<file path="src/rtl/serial_pattern_tx.sv">
// Serial pattern transmitter: sends a latched WIDTH-bit pattern MSB first on w,
// Repeat+1 times with GAP idle cycles between frames, and reports progress flags.
module serial_pattern_tx #(
    parameter int unsigned WIDTH = 4,
    parameter int unsigned CNT_W = 4,
    parameter int unsigned GAP   = 2
) (
    input  logic             Clock,
    input  logic             Reset,
    input  logic             Start,
    input  logic [WIDTH-1:0] Pattern,
    input  logic [CNT_W-1:0] Repeat,
    input  logic             Abort,
    output logic             w,
    output logic             Valid,
    output logic             FrameEnd,
    output logic             Busy,
    output logic             Done
);

    localparam int unsigned BIT_W = $clog2(WIDTH);
    localparam int unsigned GAP_W = (GAP > 1) ? $clog2(GAP) : 1;

    typedef enum logic [1:0] {
        S_IDLE,
        S_SEND,
        S_GAP,
        S_DONE
    } state_t;

    state_t             state_q, state_d;
    logic [WIDTH-1:0]   shift_q, shift_d;
    logic [WIDTH-1:0]   latch_q, latch_d;
    logic [BIT_W-1:0]   bit_q, bit_d;
    logic [GAP_W-1:0]   gap_q, gap_d;
    logic [CNT_W-1:0]   rep_q, rep_d;
    logic               valid_q, valid_d;
    logic               fe_q, fe_d;
    logic               busy_q, busy_d;
    logic               done_q, done_d;

    // The shift register MSB is the w flop itself; it is zeroed whenever no bit is on the line.
    assign w        = shift_q[WIDTH-1];
    assign Valid    = valid_q;
    assign FrameEnd = fe_q;
    assign Busy     = busy_q;
    assign Done     = done_q;

    always_ff @(posedge Clock) begin
        if (Reset) begin
            state_q <= S_IDLE;
            shift_q <= '0;
            latch_q <= '0;
            bit_q   <= '0;
            gap_q   <= '0;
            rep_q   <= '0;
            valid_q <= 1'b0;
            fe_q    <= 1'b0;
            busy_q  <= 1'b0;
            done_q  <= 1'b0;
        end else begin
            state_q <= state_d;
            shift_q <= shift_d;
            latch_q <= latch_d;
            bit_q   <= bit_d;
            gap_q   <= gap_d;
            rep_q   <= rep_d;
            valid_q <= valid_d;
            fe_q    <= fe_d;
            busy_q  <= busy_d;
            done_q  <= done_d;
        end
    end

    // Next state and the values every output flop takes in the following cycle.
    always_comb begin
        state_d = state_q;
        shift_d = '0;
        latch_d = latch_q;
        bit_d   = bit_q;
        gap_d   = gap_q;
        rep_d   = rep_q;
        valid_d = 1'b0;
        fe_d    = 1'b0;
        busy_d  = 1'b0;
        done_d  = 1'b0;

        case (state_q)
            S_IDLE: begin
                if (Start) begin
                    state_d = S_SEND;
                    shift_d = Pattern;
                    latch_d = Pattern;
                    rep_d   = Repeat;
                    bit_d   = BIT_W'(WIDTH - 1);
                    valid_d = 1'b1;
                    busy_d  = 1'b1;
                end
            end
            S_SEND: begin
                if (Abort) begin
                    state_d = S_IDLE;
                    bit_d   = '0;
                    gap_d   = '0;
                    rep_d   = '0;
                end else if (bit_q != '0) begin
                    shift_d = {shift_q[WIDTH-2:0], 1'b0};
                    bit_d   = bit_q - BIT_W'(1);
                    fe_d    = (bit_q == BIT_W'(1));
                    valid_d = 1'b1;
                    busy_d  = 1'b1;
                end else if (rep_q != '0) begin
                    rep_d = rep_q - CNT_W'(1);
                    if (GAP > 0) begin
                        state_d = S_GAP;
                        gap_d   = GAP_W'(GAP - 1);
                        busy_d  = 1'b1;
                    end else begin
                        shift_d = latch_q;
                        bit_d   = BIT_W'(WIDTH - 1);
                        valid_d = 1'b1;
                        busy_d  = 1'b1;
                    end
                end else begin
                    state_d = S_DONE;
                    done_d  = 1'b1;
                end
            end
            S_GAP: begin
                if (Abort) begin
                    state_d = S_IDLE;
                    bit_d   = '0;
                    gap_d   = '0;
                    rep_d   = '0;
                end else if (gap_q != '0) begin
                    gap_d  = gap_q - GAP_W'(1);
                    busy_d = 1'b1;
                end else begin
                    state_d = S_SEND;
                    shift_d = latch_q;
                    bit_d   = BIT_W'(WIDTH - 1);
                    valid_d = 1'b1;
                    busy_d  = 1'b1;
                end
            end
            S_DONE: begin
                state_d = S_IDLE;
            end
            default: begin
                state_d = S_IDLE;
            end
        endcase
    end

endmodule

</file>
<file path="config.mk">
export PLATFORM = sky130hd
export DESIGN_NAME = serial_pattern_tx
export DESIGN_NICKNAME = d
export VERILOG_FILES = /design/src/rtl/serial_pattern_tx.sv
export SDC_FILE = /design/constraint.sdc
export NUM_CORES = 1
export LEC_CHECK = 0
export ABC_AREA = 1
export BUFFER_PORTS_ARGS = -buffer_cell sky130_fd_sc_hd__buf_2
export CORE_ASPECT_RATIO = 1.1
export CORE_MARGIN = 3
export CORE_UTILIZATION = 50
export CTS_CLUSTER_DIAMETER = 80
export CTS_CLUSTER_SIZE = 12
export DETAILED_ROUTE_END_ITERATION = 6
export GPL_TIMING_DRIVEN = 0
export PLACE_DENSITY = 0.78
export SKIP_LAST_GASP = 1
export SLEW_MARGIN = 25
export SYNTH_ARGS = -nofsm -noshare
export SYNTH_HDL_FRONTEND = slang
export SYNTH_SLANG_ARGS = --single-unit
</file>
<file path="constraint.sdc">
create_clock -name Clock -period 1.4 [get_ports Clock]
set_clock_uncertainty 0.15 [all_clocks]
set_input_delay 0.28 -clock Clock [delete_from_list [all_inputs] [get_ports Clock]]
set_output_delay 0.28 -clock Clock [all_outputs]
set_load 0.05 [all_outputs]
</file>
==> metrics.md, run 1 <==
| Metric | Value |
|---|---|
| Status | `complete, but fails checks` |
| Violated checks | `negative setup slack` |
| Setup Slack @ Placement | `-0.1377 ns` |
| Root Buffer | `clkbuf_4` |
| DRT iter0 DRCs | `14` |
| Drt pass-1 iters | `5` |
| Fill count | `176` |
| Largest delay share family, worst path | `buffers and inverters` |
| Ant diodes | `0` |
| Rel. slew slack | `76.25%` |
| Largest net degree at the start of global routing | `13` |
| CP max stage cell | `dfxtp_4` |
| # DRC | `0` |
| PortBufs | `15` |
| Leak Pwr | `around 0.76 nW` |
| Mapped Area | `between 1000 and 1500 sq um` |
| WL final | `2437 microns` |
| Drt wl/cell | `roughly 11 microns` |
| Setup violations, final | `12` |
| Placeable Area | `between 2000 and 2500 sq um` |
| Required @ worst endpoint | `1.47 ns` |
| Gpl congestion | `about 0.9` |
| CP max FO | `5` |
| Cell taking the most area after synthesis | `dfxtp_1` |
| All-layer global routing usage | `17.62%` |
| Commonest cells after routing, fill and taps aside | `nand2_1 (48), nor2_1 (23), inv_1 (22), dfxtp_1 (18), buf_2 (15)` |
| Die H | `roughly 56 microns` |
| Clock sink count | `21` |
| Fin cells | `227` |
| CP cell instances | `buf_6 > ha_4 > inv_4 > nor2_4 > inv_4 > nand2_4 > buf_4 > nor3_2 > nor2_1` |
| Reg area | `~430 sq um` |
| Placed instance count | `between 200 and 250` |
| ANT nets after route | `0` |
| Final Critical Period | `1.525 ns` |
| Fin worst setup slack | `-0.1250 ns` |
| Via-to-Cell Ratio | `around 5` |
| Final Max Slew Viols | `0` |
| Multi-input logic area | `roughly 720 sq um` |
| Synthesized area per cell | `6.659 sq um` |
| Fmax | `about 0.66 GHz` |
| Power Density | `around 1700 nW/um^2` |
| Synth Warn # | `0` |
| First-pass GRT wire length | `approximately 3900 microns` |
| Clk_lat worst skew | `roughly 0.31 ns` |
| Yosys top cell area share | `36.29%` |
| Post-route cell area | `1466 sq um` |
| Max stage delay on crit path | `around 0.38 ns` |
| Crit Path Class | `reg -> reg` |
| Hold Violations, Final | `0` |
| Die Area | `around 2900 sq um` |
| Pwr Total | `between 2 and 3 mW` |
| Detailed placement HPWL | `about 1800 microns` |
| Num CTS Buffers | `3` |
| Sequential area share after synthesis | `around 36%` |
| Gate Count Post-Synth | `between 150 and 200` |
| Worst Hold Slack | `0.07580 ns` |
| Post-synth net total | `194` |
| CTS max path bufs | `2` |
| Initial antenna violation count | `0` |
| GRT overflow | `0` |
| Reg clk slew, reported paths | `approximately 0.12 ns` |
| Share of layout cells above drive strength 1 | `a little under a third` |
| Fin nets | `220` |
| Hold Buf Count CTS | `0` |
| TritonCTS clock tree | `yes` |
| Yosys reg bits | `21` |
| Commonest non-fill, non-tap cell in the layout | `nand2_1` |
| H-tree levels | `1` |
| Vias in the first global route | `roughly 990` |
| Unrepaired setup endpoints after global routing | `yes` |
| Setup TNS Final | `-0.9542 ns` |
| Die Wd | `51.90 microns` |
| I/O pin count | `17` |
| Via count | `between 1,000 and 1,500` |
| Fin crit share | `108.9%` |
| Crit-path most repeated cell | `inv_4` |
| Worst hold path type | `in -> reg` |
| WP data arrival | `1.60 ns` |
| Slew @ Worst Pin | `about 0.36 ns` |
| # Max-Cap Violations | `0` |
| Core Rows | `17` |
| Placed instance area | `between 1000 and 1500 sq um` |
| Dominant cells by area after synthesis | `dfxtp_1 (36%), nand2_1 (17%), inv_1 (9.1%)` |
| CP endpoint kind | `register` |
| Worst vdd ir | `approximately 1.1 mV` |
| Initial Utilization | `between 50% and 60%` |
| WP buf/inv | `4` |
| Final Core Density | `about 70%` |
| Syn-to-layout area delta | `26.57%` |
| Netlist cell types | `21` |
| Startpoint Class | `register` |
[cells in the mapped netlist]
| library cell | number |
|---|---|
| clkbuf_1 | 1 |
| nand3_4 | 1 |
| nand3_2 | 1 |
| a21oi_1 | 8 |
| dfxtp_1 | 21 |
| and3_1 | 1 |
| nor3_1 | 2 |
| nand2_2 | 1 |
| nand2_1 | 54 |
| nor2_1 | 27 |
| inv_2 | 2 |
| inv_1 | 28 |
| o31ai_1 | 1 |
| a41oi_1 | 1 |
| o21bai_1 | 2 |
| nand2_4 | 1 |
| nand3_1 | 7 |
| ha_1 | 8 |
| nor2_2 | 2 |
| nor2_4 | 2 |
| o21ai_0 | 3 |
[state kept, by name, indices dropped and copies added, names as in the netlist]
signal	count
bit_q	2
FrameEnd	1
shift_q	4
gap_q	1
latch_q	4
rep_q	4
Busy	1
Valid	1
Done	1
state_q	2
[final timing paths]
kind / start / end / slack [ns] / cells past startpoint
setup reg to reg: state_q[1] / state_q[0] / -0.13 / 9
setup / recovery: state_q[1] / state_q[0] / -0.13 / 9
hold / removal: Pattern[3] / latch_q[3] / 0.08 / 3
hold reg to reg: latch_q[2] / latch_q[2] / 0.32 / 2
[routing by layer]
metal / wire [microns] / up-vias / track usage, %
met5: 0 / - / 0
met4: 61 / 0 / 9.738
met3: 122 / 7 / 4.244
met2: 1211 / 31 / 28.90
met1: 1041 / 501 / 20.42
li1: - / 581 / -
[worst reg2reg max path: cells and delay by family, from the launching register on]
family        cells  cell delay [ns]
flops             1             0.38
buf+inv           4             0.40
fa+ha+maj         1             0.17
simple gates      4             0.35
[area by class of cell]
cell class | instances | share of cell area, %
Buffer | 1 | 0.2560
Multi-Input combinational cell | 122 | 49.23
Tap cell | 28 | 2.389
Timing Repair Buffer | 21 | 8.447
Sequential cell | 21 | 29.27
Clock buffer | 3 | 1.536
Clock inverter | 1 | 0.3413
Inverter | 30 | 8.532
[timing repair]
action                     CTS  global route
setup endpoints to repair   18            18
cloned                       0             0
pin swaps                    6            13
setup buffers                2             4
resized for setup           12            20
[kinds of logic after synthesis]
family                   share of synthesized area [%]
AO/OA/AOI/OAI                                    7.451
AND/OR/NAND/NOR                                  37.58
flip-flops                                       36.28
adder cells (fa/ha/maj)                          8.640
buffers and inverters                            10.04
[power by group]
part / switching [mW] / internal [mW]
clock: 0.196 / 0.107
combinational: 0.846 / 0.543
sequential: 0.114 / 0.755
total: 1.16 / 1.41
Note: power is estimated with default switching activity, not from simulation.
==> run 2: changes to the inputs <==
==> constraint.sdc (replaced) <==
create_clock -name Clock -period 1.4 [get_ports Clock]
set_clock_uncertainty 0.15 [all_clocks]
set_input_delay 0.42 -clock Clock [delete_from_list [all_inputs] [get_ports Clock]]
set_output_delay 0.42 -clock Clock [all_outputs]
set_load 0.05 [all_outputs]
==> run 2 against run 1 <==
The run still ends with negative setup slack left. Die area is the same. Sequential cell count is the same. First-iteration DRC count grew 36%. Final area grew 2.2%. Via count shrank 0.71%. Global-route usage grew 0.16 points. Register-to-register slack lost 0.02 ns. Utilization grew 1.5 points. Clock power shrank 2%. Count of clock-buffer cells in the layout is the same. Sequential power grew 1%.
==> metrics.md, run 2 (synthesis results as in run 1) <==
| Metric | Value |
|---|---|
| Commonest cells after routing, fill and taps aside | `nand2_1 (48), nor2_1 (23), inv_1 (22), dfxtp_1 (14), buf_2 (10)` |
| Gpl congestion | `about 0.89` |
| Placeable Area | `about 2100 sq um` |
| Die Area | `about 2900 sq um` |
| Int Power | `around 1.4 mW` |
| Num CTS Buffers | `3` |
| Reg area | `roughly 430 sq um` |
| Setup violations, final | `14` |
| Unrepaired setup endpoints after global routing | `yes` |
| Fill count | `170` |
| ANT nets after route | `0` |
| Drt pass-1 iters | `4` |
| Worst R2R Path Depth | `9` |
| H-tree levels | `1` |
| Clk_lat worst skew | `a little over 0.3 ns` |
| Ant diodes | `0` |
| TritonCTS clock tree | `yes` |
| Worst hold path type | `in -> reg` |
| WL final | `about 2500 microns` |
| Via-to-Cell Ratio | `a little under 5` |
| Via count | `1,112` |
| Clock sink count | `21` |
| Logic pwr share | `roughly 55%` |
| # DRC | `0` |
| Hold Buf Count CTS | `0` |
| Worst vdd ir | `about 1.2 mV` |
| Worst Hold Slack | `around 0.22 ns` |
| Final Critical Period | `~1.5 ns` |
| Rel. slew slack | `around three quarters` |
| Largest net degree at the start of global routing | `13` |
| Power Density | `between 1500 and 2000 nW/um^2` |
| Initial antenna violation count | `0` |
| Initial Utilization | `roughly 55%` |
| Switching share of total power | `44.58%` |
| Syn-to-layout area delta | `29.37%` |
| Die H | `roughly 56 microns` |
| Met2 Resource Use GR | `slightly below 30%` |
| DRT iter0 DRCs | `19` |
| Fin crit share | `110.1%` |
| Status | `complete, but fails checks` |
| First-pass GRT wire length | `around 4000 microns` |
| Post-route cell area | `between 1000 and 1500 sq um` |
| Top Registers | `latch_q: 4 flops, rep_q: 4 flops, shift_q: 4 flops` |
| Crit Path Class | `reg -> reg` |
| Violated checks | `negative setup slack` |
| Multi-input logic area | `just over 700 sq um` |
| Slew @ Worst Pin | `between 0.3 and 0.4 ns` |
| M3 GR Usage | `~4.2%` |
| # Max-Cap Violations | `0` |
| Hold Violations, Final | `0` |
| Placed instance area | `1300 sq um` |
| Die Wd | `between 50 and 60 microns` |
| Share of layout cells above drive strength 1 | `about 32%` |
| I/O pin count | `17` |
| Worst Hold Depth | `3` |
| GRT overflow | `0` |
| PortBufs | `15` |
| Met1 usage | `between 20% and 30%` |
| Gr busiest metal | `met2` |
| Startpoint Class | `register` |
| Vias in the first global route | `993` |
| Drt wl/cell | `roughly 11 microns` |
| Reg clk slew, reported paths | `between 0.1 and 0.15 ns` |
| Fmax | `0.6489 GHz` |
| Final Max Slew Viols | `0` |
| CP max FO | `5` |
| CP endpoint kind | `register` |
| Detailed placement HPWL | `roughly 1800 microns` |
| Required @ worst endpoint | `between 1 and 1.5 ns` |
| CTS max path bufs | `2` |
| WP data arrival | `between 1.5 and 2 ns` |
| All-layer global routing usage | `approximately 18%` |
| Fin nets | `220` |
| Commonest non-fill, non-tap cell in the layout | `nand2_1` |
| Sw Pwr | `about 1.2 mW` |
| Fin worst setup slack | `-0.1411 ns` |
| Clock share of power | `11.5%` |
| Sequential power share | `34.0%` |
| Root Buffer | `clkbuf_4` |
| Leak Pwr | `about 0.76 nW` |
| Core Rows | `17` |
-- run 2: cell counts in the layout (fill, tap and decap cells not counted) --
No cell type changed its count.
-- run 2: path summary, 6_finish.rpt --
path,slack (ns),start,to
setup / recovery,-0.14,state_q[1],state_q[0]
hold / removal,0.22,Pattern[3],latch_q[3]
hold reg to reg,0.32,latch_q[2],latch_q[2]
setup reg to reg,-0.14,state_q[1],state_q[0]
-- run 2: final cells by class --
| cell class | instances | share of cell area (%) |
|---|---|---|
| flip-flops and latches | 21 | 28.96 |
| plain buffers | 1 | 0.2504 |
| repair buffers | 21 | 10.60 |
| inverters | 30 | 8.180 |
| clock buffers | 3 | 1.503 |
| clock inverters | 1 | 0.3339 |
| multi-input cells | 122 | 47.83 |
| well taps | 28 | 2.337 |
-- run 2: power by group through the flow --
stage	registers, mW	logic, mW	clock network [mW]
3_3_place_gp	0.856	1.16	0
4_1_cts	0.865	1.27	0.306
6_report	0.879	1.41	0.297
3_5_place_dp	0.865	1.19	0
5_1_grt	0.899	1.60	0.341
2_1_floorplan	0.918	0.899	0
-- run 2: timing repair --
| action | CTS | global route |
|---|---|---|
| pin swaps | 6 | 12 |
| buffers inserted | 2 | 4 |
| endpoints found under the setup margin | 23 | 23 |
| gates resized for setup | 20 | 25 |
-- run 2: metal layers --
metal | share of wire (%) | wire [microns] | up-vias
li1 | - | - | 579
met1 | 42 | 1030 | 502
met2 | 51 | 1258 | 26
met3 | 4.9 | 121 | 5
met4 | 2.1 | 51 | 0
met5 | 0 | 0 | -
-- run 2: worst max-delay path, stage by stage (launching register included) --
cell,delay [ns]
dfxtp_4,0.38
buf_6,0.12
ha_4,0.16
inv_2,0.07
nor2_4,0.05
inv_4,0.09
nand2_4,0.08
buf_6,0.12
nor3_2,0.16
nor2_1,0.07
-- run 2: through the flow --
stage / instances / setup slack [ns] / utilization, % / setup TNS, ns / power (mW)
final: 227 / -0.1411 / 71.18 / -1.094 / 2.583
after global routing: 227 / -0.2328 / 71.18 / -2.411 / 2.841
after CTS: 223 / -0.1060 / 66.25 / -1.179 / 2.443
after detailed placement: 217 / -0.1377 / 61.73 / -1.308 / 2.052
after global placement: 217 / -0.1074 / 61.73 / -0.9173 / 2.013
after floorplan: 174 / 0.01134 / - / 0 / 1.818
==> run 3: changes to the inputs <==
CORE_ASPECT_RATIO = not set   (was 1.1)
==> run 3 against run 2 <==
The flow still finishes with violations (negative setup slack). Sequential power up 1%. Largest power group unchanged. Critical path type unchanged. Wire length grew 12%. Register-to-register slack is essentially flat. Largest cell class unchanged. Die area about the same.
==> metrics.md, run 3 (synthesis results as in run 1) <==
| Metric | Value |
|---|---|
| Status | `complete, but fails checks` |
| Violated checks | `negative setup slack` |
| Int Power | `~1.5 mW` |
| Vias in the first global route | `1,051` |
| Sequential power share | `about 33%` |
| Drt wl/cell | `between 10 and 15 microns` |
| Via count | `1,154` |
| # Max-Cap Violations | `0` |
| CTS max path bufs | `2` |
| Slew @ Worst Pin | `~0.4 ns` |
| Required @ worst endpoint | `approximately 1.5 ns` |
| Fin worst setup slack | `-0.1354 ns` |
| Top Registers | `latch_q: 4 flops, rep_q: 4 flops, shift_q: 4 flops` |
| WP data arrival | `about 1.6 ns` |
| Final Core Density | `about 74%` |
| Initial Utilization | `approximately 56%` |
| Setup TNS Final | `-1.233 ns` |
| Clock share of power | `11.0%` |
| H-tree levels | `1` |
| Syn-to-layout area delta | `33.58%` |
| Rel. slew slack | `roughly 74%` |
| Sw Pwr | `between 1 and 1.5 mW` |
| Final Critical Period | `roughly 1.5 ns` |
| Post-route cell area | `approximately 1500 sq um` |
| WL final | `roughly 2800 microns` |
| Commonest non-fill, non-tap cell in the layout | `nand2_1` |
| Clk_lat worst skew | `approximately 0.3 ns` |
| Power Density | `between 1500 and 2000 nW/um^2` |
| CP max FO | `5` |
| Unrepaired setup endpoints after global routing | `yes` |
| Worst R2R Path Depth | `5` |
| First-pass GRT wire length | `between 4000 and 5000 microns` |
| TritonCTS clock tree | `yes` |
| Placeable Area | `around 2100 sq um` |
| Core Rows | `16` |
| I/O pin count | `17` |
| PortBufs | `15` |
| Share of layout cells above drive strength 1 | `34.98%` |
| ANT nets after route | `0` |
| Fin crit share | `109.7%` |
| Commonest cells after routing, fill and taps aside | `nand2_1 (47), nor2_1 (22), inv_1 (21), dfxtp_1 (13), buf_2 (10)` |
| Fmax | `between 0.6 and 0.7 GHz` |
| Detailed placement HPWL | `1820 microns` |
| DRT iter0 DRCs | `37` |
| Die Area | `between 2000 and 3000 sq um` |
| Reg clk slew, reported paths | `~0.13 ns` |
| Final Max Slew Viols | `0` |
| CP endpoint kind | `register` |
| Logic pwr share | `a little under three fifths` |
| Die H | `~54 microns` |
| # DRC | `0` |
| Startpoint Class | `register` |
| Worst hold path type | `in -> reg` |
| Drt pass-1 iters | `4` |
| GRT overflow | `0` |
| Clock sink count | `21` |
| Fill count | `approximately 150` |
| Hold Violations, Final | `0` |
| Gpl congestion | `between 0.7 and 0.8` |
| Root Buffer | `clkbuf_4` |
| Worst vdd ir | `between 1 and 1.5 mV` |
| Max stage delay on crit path | `between 0.3 and 0.4 ns` |
| Crit Path Class | `reg -> reg` |
| Via-to-Cell Ratio | `between 5 and 6` |
| Initial antenna violation count | `0` |
| Setup violations, final | `15` |
| Fin nets | `roughly 220` |
| Die Wd | `54.14 microns` |
| Hold Buf Count CTS | `0` |
| All-layer global routing usage | `about a fifth` |
| Num CTS Buffers | `3` |
| Placed instance area | `1299 sq um` |
| Leak Pwr | `around 0.78 nW` |
| Worst Hold Slack | `approximately 0.22 ns` |
| Largest net degree at the start of global routing | `12` |
| Switching share of total power | `between 40% and 50%` |
| CP max stage cell | `dfxtp_4` |
| Ant diodes | `0` |
| Worst Hold Depth | `3` |
| CP cell instances | `buf_12 > ha_1 > nor2_1 > inv_1 > a41oi_1` |
## run 3: stage by stage
step	std cells	total power, mW	setup slack [ns]
after floorplan	174	1.818	0.01134
after global placement	216	2.007	-0.1301
after detailed placement	216	2.043	-0.1488
after CTS	226	2.511	-0.08689
after global routing	230	2.930	-0.2432
final	230	2.706	-0.1354
## run 3: layout make-up
class | instances | area, sq um | area share, %
Buffer | 1 | 3.754 | 0.2425
Clock buffer | 4 | 26.28 | 1.698
Inverter | 30 | 127.6 | 8.246
Tap cell | 27 | 33.78 | 2.183
Sequential cell | 21 | 435.4 | 28.13
Timing Repair Buffer | 25 | 201.4 | 13.02
Multi-Input combinational cell | 122 | 719.4 | 46.48
## run 3: path summary, 6_finish.rpt
check	start	end	slack, ns
setup / recovery	state_q[1]	Busy	-0.14
hold reg to reg	latch_q[3]	latch_q[3]	0.33
hold / removal	Pattern[0]	latch_q[0]	0.22
setup reg to reg	state_q[1]	Busy	-0.14
## run 3: repair_timing
| item | 4_1_cts | 5_1_grt |
|---|---|---|
| pin swaps | 10 | 13 |
| setup endpoints to repair | 23 | 23 |
| gates resized for setup | 25 | 27 |
| buffers inserted | 6 | 4 |
## run 3: power by group through the flow
stage / sequential (mW) / combinational (mW) / clock [mW]
after detailed placement: 0.867 / 1.18 / 0
final: 0.889 / 1.52 / 0.297
after CTS: 0.869 / 1.35 / 0.297
after floorplan: 0.918 / 0.899 / 0
after global routing: 0.909 / 1.70 / 0.326
after global placement: 0.858 / 1.15 / 0
## run 3: worst max-delay path: cells and delay by family, from the launching register on
family	cells	cell delay (ns)
buffers and inverters	2	0.23
AND/OR/NAND/NOR	1	0.34
AO/OA/AOI/OAI	1	0.17
adder cells (fa/ha/maj)	1	0.20
flip-flops	1	0.38
## run 3: routing by layer
layer / track usage (%) / up-vias / share of wire (%)
met2: 37.85 / 42 / 49
met5: 0 / - / 0
met3: 3.324 / 11 / 6.2
li1: - / 589 / -
met1: 24.04 / 512 / 42
met4: 5.809 / 0 / 2.2
